## config.mk

```make
export PLATFORM = sky130hd
export DESIGN_NAME = v_sender
export DESIGN_NICKNAME = d
export VERILOG_FILES = /design/src/rtl/v_noc_pkg.sv /design/src/rtl/v_sender_req_fifo.sv /design/src/rtl/v_sender.sv
export SDC_FILE = /design/constraint.sdc
export NUM_CORES = 1
export LEC_CHECK = 0
export ABC_AREA = 0
export BUFFER_PORTS_ARGS = -buffer_cell sky130_fd_sc_hd__buf_2
export CORE_MARGIN = 5
export CORE_UTILIZATION = 40
export DETAILED_ROUTE_END_ITERATION = 12
export HOLD_SLACK_MARGIN = 0.06
export MAX_ROUTING_LAYER = met4
export RECOVER_POWER = 100
export SETUP_SLACK_MARGIN = 0.1
export SLEW_MARGIN = 10
export SYNTH_ARGS = -nofsm -noshare
export SYNTH_HDL_FRONTEND = slang
export SYNTH_SLANG_ARGS = --single-unit
```

## constraint.sdc

```tcl
create_clock -name clk -period 23.1 [get_ports clk]
set_input_delay 3.465 -clock clk [delete_from_list [all_inputs] [get_ports clk]]
set_output_delay 3.465 -clock clk [all_outputs]
set_load 0.02 [all_outputs]
```

## src/rtl/v_noc_pkg.sv

```systemverilog
// v_noc_pkg: shared NoC types for the traffic sender (flit, request, scoreboard record).
// V_SENDER_TXN_ID_EN adds a txn_id field to the scoreboard record.
package v_noc_pkg;
    localparam int FLIT_LENGTH      = 256;
    localparam int FLIT_DATA_LENGTH = 64;
    localparam int VC_ID_NUM_MAX_W  = 2;
    localparam int VC_NUM_MAX       = 1 << VC_ID_NUM_MAX_W;
    localparam int NODE_ID_W        = 4;
    localparam int SENDER_TXN_ID_W  = 4;
    localparam int TXN_ID_LSB       = 0;

    typedef logic [FLIT_LENGTH-1:0] flit_payload_t;
    typedef logic [NODE_ID_W-1:0]   node_id_t;

    typedef enum logic [2:0] {
        PORT_N = 3'd0,
        PORT_S = 3'd1,
        PORT_E = 3'd2,
        PORT_W = 3'd3,
        PORT_L = 3'd4
    } io_port_t;

    typedef struct packed {
        node_id_t                    src_id;
        logic [FLIT_DATA_LENGTH-1:0] flit_data;
`ifdef V_SENDER_TXN_ID_EN
        logic [SENDER_TXN_ID_W-1:0]  txn_id;
`endif
    } sender_info_t;

    typedef struct packed {
        flit_payload_t           flit;
        logic [VC_NUM_MAX-1:0]   vc_mask;
        io_port_t                la_routing;
    } sender_req_t;

    // First set bit of cand at or after ptr, wrapping within n VCs.
    function automatic logic [VC_ID_NUM_MAX_W-1:0] rr_first(
        input logic [VC_NUM_MAX-1:0]      cand,
        input logic [VC_ID_NUM_MAX_W-1:0] ptr,
        input int                         n
    );
        logic [VC_ID_NUM_MAX_W-1:0] k;
        rr_first = ptr;
        for (int i = n - 1; i >= 0; i--) begin
            k = VC_ID_NUM_MAX_W'((int'(ptr) + i) % n);
            if (cand[k]) rr_first = k;
        end
    endfunction
endpackage

```

## src/rtl/v_sender_req_fifo.sv

```systemverilog
// v_sender_req_fifo: generic synchronous FIFO, head read straight from storage.
// Pointers carry an extra wrap bit so full/empty need no separate counter.
module v_sender_req_fifo #(
    parameter int WIDTH = 8,
    parameter int DEPTH = 4
) (
    input  logic             clk,
    input  logic             rstn,
    input  logic             push,
    input  logic [WIDTH-1:0] din,
    input  logic             pop,
    output logic             full,
    output logic             empty,
    output logic [WIDTH-1:0] dout
);
    localparam int AW = $clog2(DEPTH);

    logic [WIDTH-1:0] r_mem [DEPTH];
    logic [AW:0]      r_wr;
    logic [AW:0]      r_rd;

    assign empty = r_wr == r_rd;
    assign full  = (r_wr[AW] != r_rd[AW]) && (r_wr[AW-1:0] == r_rd[AW-1:0]);
    assign dout  = r_mem[r_rd[AW-1:0]];

    always_ff @(posedge clk or negedge rstn) begin
        if (!rstn) begin
            r_wr <= '0;
            r_rd <= '0;
        end else begin
            if (push) r_wr <= r_wr + 1'b1;
            if (pop)  r_rd <= r_rd + 1'b1;
        end
    end

    always_ff @(posedge clk) begin
        if (push) r_mem[r_wr[AW-1:0]] <= din;
    end
endmodule

```

## src/rtl/v_sender.sv

```systemverilog
// v_sender: traffic injector for one router inport with per-VC credits and round-robin VC pick.
// Define V_SENDER_TXN_ID_EN to stamp a wrapping transaction id into each flit and record.
module v_sender
    import v_noc_pkg::*;
#(
    parameter int VC_NUM         = 4,
    parameter int VC_DEPTH       = 2,
    parameter int REQ_FIFO_DEPTH = 4
) (
    input  logic                       clk,
    input  logic                       rstn,
    input  logic                       gen_req_vld_i,
    output logic                       gen_req_rdy_o,
    input  flit_payload_t              gen_req_flit_i,
    input  logic [VC_NUM-1:0]          gen_req_vc_mask_i,
    input  io_port_t                   gen_req_look_ahead_routing_i,
    output logic                       tx_flit_pend_o,
    output logic                       tx_flit_v_o,
    output flit_payload_t              tx_flit_o,
    output logic [VC_ID_NUM_MAX_W-1:0] tx_flit_vc_id_o,
    output io_port_t                   tx_flit_look_ahead_routing_o,
    input  logic                       tx_lcrd_v_i,
    input  logic [VC_ID_NUM_MAX_W-1:0] tx_lcrd_id_i,
    output logic                       record_scoreboard_vld_o,
    output sender_info_t               record_scoreboard_o,
    input  logic                       record_scoreboard_rdy_i,
    input  node_id_t                   node_id_i,
    output logic                       idle_o,
    output logic                       err_o
);
    localparam int             CW      = $clog2(VC_DEPTH + 1);
    localparam logic [CW-1:0]  CRD_MAX = CW'(VC_DEPTH);

    logic [CW-1:0]              r_credit [VC_NUM];
    logic [CW-1:0]              w_crd_nxt [VC_NUM];
    logic [VC_ID_NUM_MAX_W-1:0] r_rr_ptr;
    logic                       r_err;
    logic                       r_tx_v;
    flit_payload_t              r_tx_flit;
    logic [VC_ID_NUM_MAX_W-1:0] r_tx_vc;
    io_port_t                   r_tx_la;
    sender_info_t               r_rec;

    sender_req_t                w_req_in;
    sender_req_t                w_head;
    logic                       w_full;
    logic                       w_empty;
    logic                       w_push;
    logic                       w_pop;
    logic                       w_drop;
    logic                       w_disp;
    logic [VC_NUM_MAX-1:0]      w_cand;
    logic [VC_ID_NUM_MAX_W-1:0] w_vc;
    logic [31:0]                w_lcrd_id;
    logic                       w_lcrd_bad;
    logic [VC_NUM-1:0]          w_inc;
    logic [VC_NUM-1:0]          w_dec;
    logic [VC_NUM-1:0]          w_ovf;
    logic                       w_crd_full;
    logic                       w_err_evt;
    flit_payload_t              w_flit;
    sender_info_t               w_rec;

    assign w_req_in = '{flit: gen_req_flit_i,
                        vc_mask: VC_NUM_MAX'(gen_req_vc_mask_i),
                        la_routing: gen_req_look_ahead_routing_i};
    assign w_push   = gen_req_vld_i && gen_req_rdy_o;
    // A pop frees the slot the push lands in, so a full FIFO still accepts then.
    assign gen_req_rdy_o = !w_full || w_pop;

    v_sender_req_fifo #(
        .WIDTH($bits(sender_req_t)),
        .DEPTH(REQ_FIFO_DEPTH)
    ) u_req_fifo (
        .clk   (clk),
        .rstn  (rstn),
        .push  (w_push),
        .din   (w_req_in),
        .pop   (w_pop),
        .full  (w_full),
        .empty (w_empty),
        .dout  (w_head)
    );

    always_comb begin
        w_cand     = '0;
        w_crd_full = 1'b1;
        for (int v = 0; v < VC_NUM; v++) begin
            w_cand[v]  = w_head.vc_mask[v] && (r_credit[v] != '0);
            w_crd_full = w_crd_full && (r_credit[v] == CRD_MAX);
        end
    end

    assign w_drop = !w_empty && (w_head.vc_mask[VC_NUM-1:0] == '0);
    assign w_disp = !w_empty && (w_cand != '0) && record_scoreboard_rdy_i;
    assign w_pop  = w_disp || w_drop;
    assign w_vc   = rr_first(w_cand, r_rr_ptr, VC_NUM);

    // A return on a full counter is only legal when the same VC spends a credit this cycle.
    always_comb begin
        w_lcrd_id  = 32'(tx_lcrd_id_i);
        w_lcrd_bad = tx_lcrd_v_i && (w_lcrd_id >= 32'(VC_NUM));
        for (int v = 0; v < VC_NUM; v++) begin
            w_inc[v]     = tx_lcrd_v_i && (w_lcrd_id == 32'(v));
            w_dec[v]     = w_disp && (32'(w_vc) == 32'(v));
            w_ovf[v]     = w_inc[v] && (r_credit[v] == CRD_MAX) && !w_dec[v];
            w_crd_nxt[v] = r_credit[v] + CW'(w_inc[v] && !w_ovf[v]) - CW'(w_dec[v]);
        end
        w_err_evt = w_drop || w_lcrd_bad || (w_ovf != '0);
    end

`ifdef V_SENDER_TXN_ID_EN
    logic [SENDER_TXN_ID_W-1:0] r_txn;

    always_ff @(posedge clk or negedge rstn) begin
        if (!rstn) r_txn <= '0;
        else if (w_disp) r_txn <= r_txn + 1'b1;
    end

    always_comb begin
        w_flit = w_head.flit;
        w_flit[TXN_ID_LSB +: SENDER_TXN_ID_W] = r_txn;
        w_rec = '{src_id: node_id_i,
                  flit_data: w_head.flit[FLIT_LENGTH-1 -: FLIT_DATA_LENGTH],
                  txn_id: r_txn};
    end
`else
    always_comb begin
        w_flit = w_head.flit;
        w_rec  = '{src_id: node_id_i,
                   flit_data: w_head.flit[FLIT_LENGTH-1 -: FLIT_DATA_LENGTH]};
    end
`endif

    always_ff @(posedge clk or negedge rstn) begin
        if (!rstn) begin
            for (int v = 0; v < VC_NUM; v++) r_credit[v] <= CRD_MAX;
            r_rr_ptr <= '0;
            r_err    <= 1'b0;
        end else begin
            r_credit <= w_crd_nxt;
            r_err    <= r_err || w_err_evt;
            if (w_disp) r_rr_ptr <= (32'(w_vc) == 32'(VC_NUM - 1)) ? '0 : w_vc + 1'b1;
        end
    end

    always_ff @(posedge clk or negedge rstn) begin
        if (!rstn) begin
            r_tx_v    <= 1'b0;
            r_tx_flit <= '0;
            r_tx_vc   <= '0;
            r_tx_la   <= PORT_N;
            r_rec     <= '0;
        end else begin
            r_tx_v <= w_disp;
            if (w_disp) begin
                r_tx_flit <= w_flit;
                r_tx_vc   <= w_vc;
                r_tx_la   <= w_head.la_routing;
                r_rec     <= w_rec;
            end
        end
    end

    assign tx_flit_pend_o               = !w_empty;
    assign tx_flit_v_o                  = r_tx_v;
    assign tx_flit_o                    = r_tx_flit;
    assign tx_flit_vc_id_o              = r_tx_vc;
    assign tx_flit_look_ahead_routing_o = r_tx_la;
    assign record_scoreboard_vld_o      = r_tx_v;
    assign record_scoreboard_o          = r_rec;
    assign idle_o                       = w_empty && w_crd_full && !r_tx_v;
    assign err_o                        = r_err;
endmodule

```

==> key figures, run 1 <==
Run status
  – Status: complete, but fails checks
  – Violated checks: max-capacitance violations, max-slew violations

Clocking
  – Resize count post-CTS: 0
  – Clock net sink count: about 1300
  – Hold-fix buffers, CTS: 0
  – Worst-path clk slew: 60 ps
  – Clk_lat worst skew: roughly 760 ps
  – H-Tree Depth: 4
  – Root buffer cell: clkbuf_16
  – Bufs on Longest Clock Path: 3
  – CTS tree: yes
  – Setup bufs post-CTS: 0
  – CTS Buf Count: roughly 140

Floorplanning
  – Core Box Area: ~120000 µm²
  – Die height: 362 µm
  – Initial Utilization: 0.401
  – # rows: approximately 130
  – DIE AREA: approximately 130000 µm²
  – Die W: between 300 and 400 µm
  – # IOs: about 610

Routing
  – Initial DRC Count: roughly 1500
  – Final wirelength: about 110000 µm
  – Number of detailed-route iterations in the first pass: 5
  – Vias: roughly 25000
  – Vias/cell: 4.91
  – Antenna-violating nets left: 0
  – DR DRC count: 0
  – Wirelength per Cell: about 22 µm

Worst setup path
  – Critical path class: flop to flop
  – CP endpoint kind: flop
  – Critical path data required time: roughly 24000 ps
  – Startpoint class of the critical path: flop
  – Critical Path AT: about 14000 ps
  – Largest fanout on the critical path: 138

STA
  – Hold Worst Slack: about 470 ps
  – Least-Margin Pin Slew: approximately 9300 ps
  – Slew HR: -5.18
  – Sum Neg Setup Slack: 0 ps
  – Fmax: between 0.07 and 0.08 GHz
  – Fin crit share: 0.590
  – Final Hold Viols: 0
  – Final setup viols: 0
  – Max-slew violations: around 1300
  – Minimum clock period: 13620 ps
  – RSZ-0062 raised after global routing: false
  – Clock skew after layout: 31.4 ps
  – Worst Slack Setup Final: roughly 9500 ps

Yosys
  – Yosys cell types: 51
  – Yosys reg bits: about 1300
  – Ys Warns: 0
  – Post-Syn Area: between 40000 and 50000 µm²
  – Synth Instances: about 2700
  – Syn Area/Cell: 18.4 µm²
  – Seq/Total Area, Yosys: 0.780
  – Post-Synthesis Net Count: 2985
  – EDFF count, synth: around 1100
  – Predominant post-synthesis flop cell: edfxtp_1
  – Async S/R FF share, synth: 0.212

Global route
  – Largest net degree at the start of global routing: about 180
  – GR Overflow Total: 0
  – Total track usage: 0.177
  – Initial antenna violation count: 24
  – Vias in the first global route: 26109
  – First-pass GRT wire length: roughly 170000 µm

Placed design
  – GPL Wtd Cong: 0.739
  – Port buffer count: a little over 600
  – DP Worst Slack: around 15000 ps
  – Detailed Place HPWL: 68600 µm

Power and ir drop
  – Peak VDD IR: 0.000160 V
  – Leak: 20.7 nW
  – Comb pwr share: 0.314
  – Clock power share: 0.264
  – Sequential share of power: 0.422
  – Sw power: between 2 and 3 mW
  – PD cells: ~150 nW/µm²
  – Net Sw Frac: 0.343
  – Internal power: between 5 and 6 mW

Cells and area
  – Proportion of layout cells with a drive suffix above 1: 0.149
  – Nets: roughly 3600
  – Area grow syn2layout: 16.7%

Min path
  – Min-delay worst type: flop to flop

Flow run
  – Max-cap viol count: 23
cells by family after synthesis:
group | count (synthesis) | synth area share
AO/OA/AOI/OAI | 38 | 0.00583
multiplexers | 271 | 0.120
flip-flops | 1335 | 0.780
adder cells (fa/ha/maj) | 13 | 0.00328
AND/OR/NAND/NOR | 831 | 0.0642
buffers and inverters | 195 | 0.0231
XOR/XNOR | 15 | 0.00265
metal layers:
metal / part of all wire / global-route usage / routed length, µm / vias to the layer above
li1: - / - / - / 11313
met1: 0.41 / 0.221 / 46500 / 12902
met2: 0.51 / 0.288 / 58000 / 582
met3: 0.062 / 0.0473 / 7080 / 151
met4: 0.020 / 0.0498 / 2320 / 0
met5: 0 / - / 0 / -
cell usage after synthesis (all sizes together) (5+ instances only):
cell type / n / area, µm²
o21bai: 5 / 37.5
dfrtp: 279 / 6980
edfxtp: 1052 / 31600
o21ai: 6 / 30.0
inv: 10 / 40.0
nand3: 6 / 30.0
clkbuf: 50 / 195
xnor2: 8 / 70.1
mux2i: 8 / 80.1
mux4: 260 / 5860
nand2: 802 / 3010
xor2: 7 / 61.3
buf: 135 / 910
ha: 13 / 163
o22ai: 5 / 31.3
per-stage QoR:
stage / power (mW) / cells / util / instance area [µm²]
after CTS: 8.78 / 5060 / 0.475 / 58600
after global placement: 6.43 / 4794 / 0.436 / 53900
after floorplan: 5.72 / 2698 / - / 49600
final: 8.65 / 5086 / 0.468 / 57800
after global routing: 9.17 / 5085 / 0.468 / 57800
after detailed placement: 6.47 / 4794 / 0.436 / 53900
state kept, by name (all words and copies together), names as in the netlist:
| name | count |
|---|---|
| err_o | 1 |
| r_credit | 8 |
| r_rr_ptr | 2 |
| record_scoreboard_o | 4 |
| record_scoreboard_vld_o | 1 |
| tx_flit_look_ahead_routing_o | 3 |
| tx_flit_o | 256 |
| tx_flit_vc_id_o | 2 |
| u_req_fifo.r_mem | 1052 |
| u_req_fifo.r_rd | 3 |
| u_req_fifo.r_wr | 3 |
area by class of cell:
class / instances / area (µm²)
diodes: 25 / 62.6
inverters: 10 / 38.8
well taps: 1637 / 2050
flip-flops and latches: 1335 / 38700
clock inverters: 75 / 783
multi-input cells: 1168 / 9730
fillers: 10801 / 65600
repair buffers: 645 / 2540
clock buffers: 191 / 3960
power groups by stage:
stage | Clock (mW) | Sequential, mW | Combinational [mW]
2_1_floorplan | 0 | 3.98 | 1.74
3_3_place_gp | 0 | 3.65 | 2.77
3_5_place_dp | 0 | 3.67 | 2.80
4_1_cts | 2.34 | 3.63 | 2.80
5_1_grt | 2.45 | 3.72 | 3.00
6_report | 2.28 | 3.65 | 2.72
path summary, 6_finish.rpt:
| kind | from | to | slack [ps] | cells past startpoint |
|---|---|---|---|---|
| min in group asynchronous | rstn | tx_flit_o[215] | 4290 | 1 |
| max in group asynchronous | rstn | u_req_fifo.r_rd[0] | 10920 | 3 |
| min reg2reg | tx_flit_o[101] | tx_flit_o[101] | 470 | 2 |
| max | u_req_fifo.r_rd[0] | tx_flit_o[107] | 9480 | 10 |
| max reg2reg | u_req_fifo.r_rd[0] | tx_flit_o[107] | 9480 | 10 |
| min | tx_flit_o[101] | tx_flit_o[101] | 470 | 2 |
placed cells by master (no fill, tap or decap), types with 2 or more instances in the layout:
master and instances:
edfxtp_1 1052, nand2_1 802, clkbuf_1 650, dfrtp_1 278
mux4_2 260, clkbuf_16 149, diode_2 25, clkinv_1 23
clkinv_2 20, buf_4 18, ha_1 13, bufinv_16 12
buf_2 10, inv_1 9, mux2i_1 8, xnor2_1 8
clkinvlp_4 8, xor2_1 7, clkbuf_8 7, o21ai_0 6
nand3_1 6, o21bai_1 5, o22ai_1 5, clkinv_8 5
nor4_1 4, dfstp_2 4, a21oi_1 3, nor3_1 3
nand2b_1 3, and2_0 3, inv_6 3, inv_16 3
a2bb2oi_1 2, a221o_1 2, nand3b_1 2, nor2_1 2
a21boi_0 2, a211oi_1 2, mux2_2 2
worst max-delay path, cell delays in order, from the launching register on:
cell	delay (ps)
dfrtp_4	810
clkbuf_1	2930
o21bai_1	420
o22ai_1	150
o41ai_1	560
clkbuf_1	1420
clkinvlp_2	4050
clkbuf_1	1740
buf_16	640
nand2_1	250
nand2_1	70
Note: power is estimated with default switching activity, not from simulation.
==> run 2: changes to the inputs <==
--- a/config.mk
+++ b/config.mk
@@ -5,7 +5,7 @@
 export SDC_FILE = /design/constraint.sdc
 export NUM_CORES = 1
 export LEC_CHECK = 0
-export ABC_AREA = 0
+export ABC_AREA = 1
 export BUFFER_PORTS_ARGS = -buffer_cell sky130_fd_sc_hd__buf_2
 export CORE_MARGIN = 5
 export CORE_UTILIZATION = 40
==> constraint.sdc (replaced) <==
create_clock -name clk -period 11.5 [get_ports clk]
set_input_delay 1.725 -clock clk [delete_from_list [all_inputs] [get_ports clk]]
set_output_delay 1.725 -clock clk [all_outputs]
set_load 0.02 [all_outputs]
==> run 2 against run 1 <==
The flow still finishes with violations (max-capacitance violations, max-slew violations). Highest routed layer unchanged. Clock skew is 11 ps lower. Clock power is 96% higher. Count of clock-buffer cells in the layout is 24 higher. Global-route usage is 1.4 points higher. Cell count is 22% higher. First-iteration DRC count is 30% higher. Worst setup slack worse by 6200 ps. Sequential share of layout area is 0.51 points lower. Sequential power is 100% higher. Non-clock buffer count is 1 lower. Hold slack better by 19 ps.
==> key figures, run 2 <==
Run status
  – Status: complete, but fails checks (unchanged)
  – Violated checks: max-capacitance violations, max-slew violations (unchanged)

Yosys
  – Yosys reg bits: 1335 (unchanged)
  – Synth area leaders: edfxtp_1, dfrtp_1, nor2_1 (was edfxtp_1, dfrtp_1, mux4_2)
  – Largest area contributor in the netlist: edfxtp_1 (unchanged)
  – Post-Syn Area: 50500 µm² (was 49600 µm²)
  – Syn Area/Cell: 12.9 µm² (was 18.4 µm²)
  – Synth Instances: 3913 (was 2698)
  – Synth cell count leaders: nor2_1, edfxtp_1, o21ai_0, dfrtp_1, a31oi_1 (was edfxtp_1, nand2_1, dfrtp_1, mux4_2, buf_4)
  – Most common cell in the synthesized netlist: nor2_1 (was edfxtp_1)
  – EDFF count, synth: 1052 (unchanged)
  – Yosys cell types: 34 (was 51)
  – Predominant post-synthesis flop cell: edfxtp_1 (unchanged)
  – Ys Warns: 0 (unchanged)
  – Post-Synthesis Net Count: 4200 (was 2985)
  – Async S/R FF share, synth: 0.212 (unchanged)
  – Seq/Total Area, Yosys: 0.765 (was 0.780)
  – Yosys top cell area share: 0.625 (was 0.637)

Worst setup path
  – Critical path class: flop to flop (unchanged)
  – Crit path from: u_req_fifo.r_rd[0] (unchanged)
  – Worst path cell trace: inv_12 -> buf_4 -> nand2_1 -> nand3_1 -> nand3_1 -> nand4_2 -> nand2_1 -> inv_16 -> clkbuf_1 -> a31oi_1 (was clkbuf_1 -> o21bai_1 -> o22ai_1 -> o41ai_1 -> clkbuf_1 -> clkinvlp_2 -> clkbuf_1 -> buf_16 -> nand2_1 -> nand2_1)
  – CP max stage delay: 3120 ps (was 4050 ps)
  – Critical path endpoint: tx_flit_o[162] (was tx_flit_o[107])
  – Worst Reg-to-Reg Cells: 10 (unchanged)
  – Largest fanout on the critical path: 202 (was 138)
  – Startpoint class of the critical path: flop (unchanged)
  – FF-to-FF End: tx_flit_o[162] (was tx_flit_o[107])
  – Critical path data required time: 11900 ps (was 23710 ps)
  – R2r startpoint: u_req_fifo.r_rd[0] (unchanged)
  – Critical Path AT: 8610 ps (was 14230 ps)
  – Setup slack, reg-to-reg: 3290 ps (was 9480 ps)
  – CP max-delay cell: clkbuf_1 (was clkinvlp_2)
  – CP endpoint kind: flop (unchanged)

STA
  – Hold Worst Slack: 487 ps (was 468 ps)
  – Max-slew violations: 347 (was 1309)
  – Fin crit share: 0.714 (was 0.590)
  – Minimum clock period: 8210 ps (was 13620 ps)
  – Fmax: 0.122 GHz (was 0.0734 GHz)
  – Clock skew after layout: 20.7 ps (was 31.4 ps)
  – Slew HR: -1.91 (was -5.18)
  – Least-Margin Pin Slew: 4360 ps (was 9270 ps)
  – Worst Slack Setup Final: 3290 ps (was 9480 ps)
  – Final Hold Viols: 0 (unchanged)
  – RSZ-0062 raised after global routing: false (unchanged)
  – Final setup viols: 0 (unchanged)

Global route
  – First-pass GRT wire length: 186000 µm (was 170000 µm)
  – GR Overflow Total: 0 (unchanged)
  – Largest net degree at the start of global routing: 241 (was 182)
  – Initial antenna violation count: 42 (was 24)
  – Total track usage: 0.191 (was 0.177)
  – Vias in the first global route: 29320 (was 26109)

Placed design
  – GPL Wtd Cong: 0.778 (was 0.739)
  – Detailed Place HPWL: 71500 µm (was 68600 µm)
  – Dpl cell area: 54400 µm² (was 53900 µm²)
  – Port buffer count: 608 (unchanged)
  – DP Worst Slack: 5310 ps (was 14860 ps)
  – Post-Place Cells: 5907 (was 4794)

Clocking
  – Worst-path clk slew: 70 ps (was 60 ps)
  – Root buffer cell: clkbuf_16 (unchanged)
  – Clk_lat worst skew: 750 ps (was 760 ps)
  – Resize count post-CTS: 0 (unchanged)
  – Hold-fix buffers, CTS: 0 (unchanged)
  – CTS tree: yes (unchanged)
  – Clock net sink count: 1335 (unchanged)
  – Bufs on Longest Clock Path: 3 (unchanged)
  – CTS Buf Count: 142 (unchanged)
  – Setup bufs post-CTS: 0 (unchanged)
  – H-Tree Depth: 4 (unchanged)

Routing
  – DR DRC count: 0 (unchanged)
  – Vias/cell: 5.00 (was 4.91)
  – Number of detailed-route iterations in the first pass: 5 (unchanged)
  – Final wirelength: 127000 µm (was 114000 µm)
  – Wirelength per Cell: 20.4 µm (was 22.4 µm)
  – Initial DRC Count: 1978 (was 1521)
  – Antenna-violating nets left: 0 (unchanged)
  – Vias: 31023 (was 24948)

Floorplanning
  – Initial Utilization: 0.403 (was 0.401)
  – Core Box Area: 126000 µm² (was 123000 µm²)
  – Die height: 365 µm (was 362 µm)
  – # rows: 130 (was 129)
  – # IOs: 609 (unchanged)
  – Die W: 365 µm (was 362 µm)
  – DIE AREA: 134000 µm² (was 131000 µm²)

Flow run
  – Max-cap viol count: 7 (was 23)

Power and ir drop
  – Peak VDD IR: 0.000314 V (was 0.000160 V)
  – Leak: 19.8 nW (was 20.7 nW)
  – PD cells: 301 nW/µm² (was 150 nW/µm²)
  – Clock power share: 0.254 (was 0.264)
  – Sw power: 6.74 mW (was 2.97 mW)
  – Internal power: 10.8 mW (was 5.68 mW)
  – Sequential share of power: 0.416 (was 0.422)
  – Comb pwr share: 0.329 (was 0.314)
  – Net Sw Frac: 0.384 (was 0.343)

Cells and area
  – Max reg flops: 1052 (unchanged)
  – Proportion of layout cells with a drive suffix above 1: 0.0588 (was 0.149)
  – Layout fillers: 11344 (was 10801)
  – FF+latch area: 38700 µm² (unchanged)
  – Commonest non-fill, non-tap cells in the layout: nor2_1, edfxtp_1, clkbuf_1 (was edfxtp_1, nand2_1, clkbuf_1)
  – Area grow syn2layout: 15.3% (was 16.7%)
  – Core Util, Final: 0.464 (was 0.468)
  – Final Non-Filler Cells: 6208 (was 5086)
  – Most common cell after layout, fill and taps aside: nor2_1 (was edfxtp_1)
  – Fin area: 58300 µm² (was 57800 µm²)
  – Multi-input gate area: 10100 µm² (was 9730 µm²)
  – Nets: 4688 (was 3589)

Min path
  – Min-delay worst type: flop to flop (unchanged)
[run 2: cell count changes in the layout (fill, tap and decap cells not counted), sizes merged, moves of 24 or more]
cell / previous run / this run
nor2: 2 / 1309
nand2: 802 / 78
o21ai: 6 / 525
mux4: 260 / 0
a31oi: 1 / 259
nand3: 6 / 32
inv: 15 / 39
[run 2: metrics by stage]
step | setup TNS [ps] | total power, mW
6_report | 0 | 17.6
3_3_place_gp | 0 | 13.3
4_1_cts | 0 | 18.0
5_1_grt | 0 | 18.7
3_5_place_dp | 0 | 13.5
2_1_floorplan | -2136970 | 11.9
[run 2: layout make-up]
type	instances	area share
multi-input cells	2248	0.172
clock inverters	48	0.00842
inverters	30	0.00255
flip-flops and latches	1335	0.664
clock buffers	215	0.0708
repair buffers	644	0.0451
well taps	1650	0.0354
diodes	38	0.00163
[run 2: how the worst min path moves through the flow]
stage | startpoint | depth (start not counted) | slack [ps] | end
floorplan | u_req_fifo.r_rd[2] | 1 | 470 | u_req_fifo.r_rd[2]
global placement | tx_flit_vc_id_o[1] | 2 | 460 | tx_flit_vc_id_o[1]
detailed placement | tx_flit_vc_id_o[1] | 2 | 470 | tx_flit_vc_id_o[1]
CTS | record_scoreboard_o[65] | 2 | 490 | record_scoreboard_o[65]
global route | record_scoreboard_o[66] | 2 | 510 | record_scoreboard_o[66]
finish | tx_flit_vc_id_o[1] | 2 | 490 | tx_flit_vc_id_o[1]
[run 2: power groups by stage]
stage / registers [mW] / logic [mW] / clock network [mW]
6_report: 7.31 / 5.79 / 4.47
5_1_grt: 7.43 / 6.48 / 4.80
4_1_cts: 7.30 / 6.08 / 4.58
3_5_place_dp: 7.38 / 6.08 / 0
3_3_place_gp: 7.36 / 5.97 / 0
2_1_floorplan: 8.09 / 3.80 / 0
[run 2: cells by family (layout without fill, tap and decap cells)]
family | after synthesis | after routing | share of synthesized area
compound gates | 786 | 786 | 0.0842
xor+xnor | 15 | 15 | 0.00260
fa+ha+maj | 13 | 13 | 0.00322
buf+inv | 330 | 937 | 0.0357
flops | 1335 | 1335 | 0.765
other cells | 0 | 38 | 0
simple gates | 1434 | 1434 | 0.109
[run 2: critical path, delay by kind of cell (launching register included)]
kind                   cells  cell delay (ps)
AND/OR/NAND/NOR            5             1040
buffers and inverters      4             5280
AO/OA/AOI/OAI              1              370
flip-flops                 1              860
[run 2: per-layer routing]
metal,track usage,wire length (µm),up-vias
met4,0.0755,4600,0
met2,0.300,60800,829
met3,0.0510,8570,224
met5,-,0,-
met1,0.237,52600,15157
li1,-,-,14813
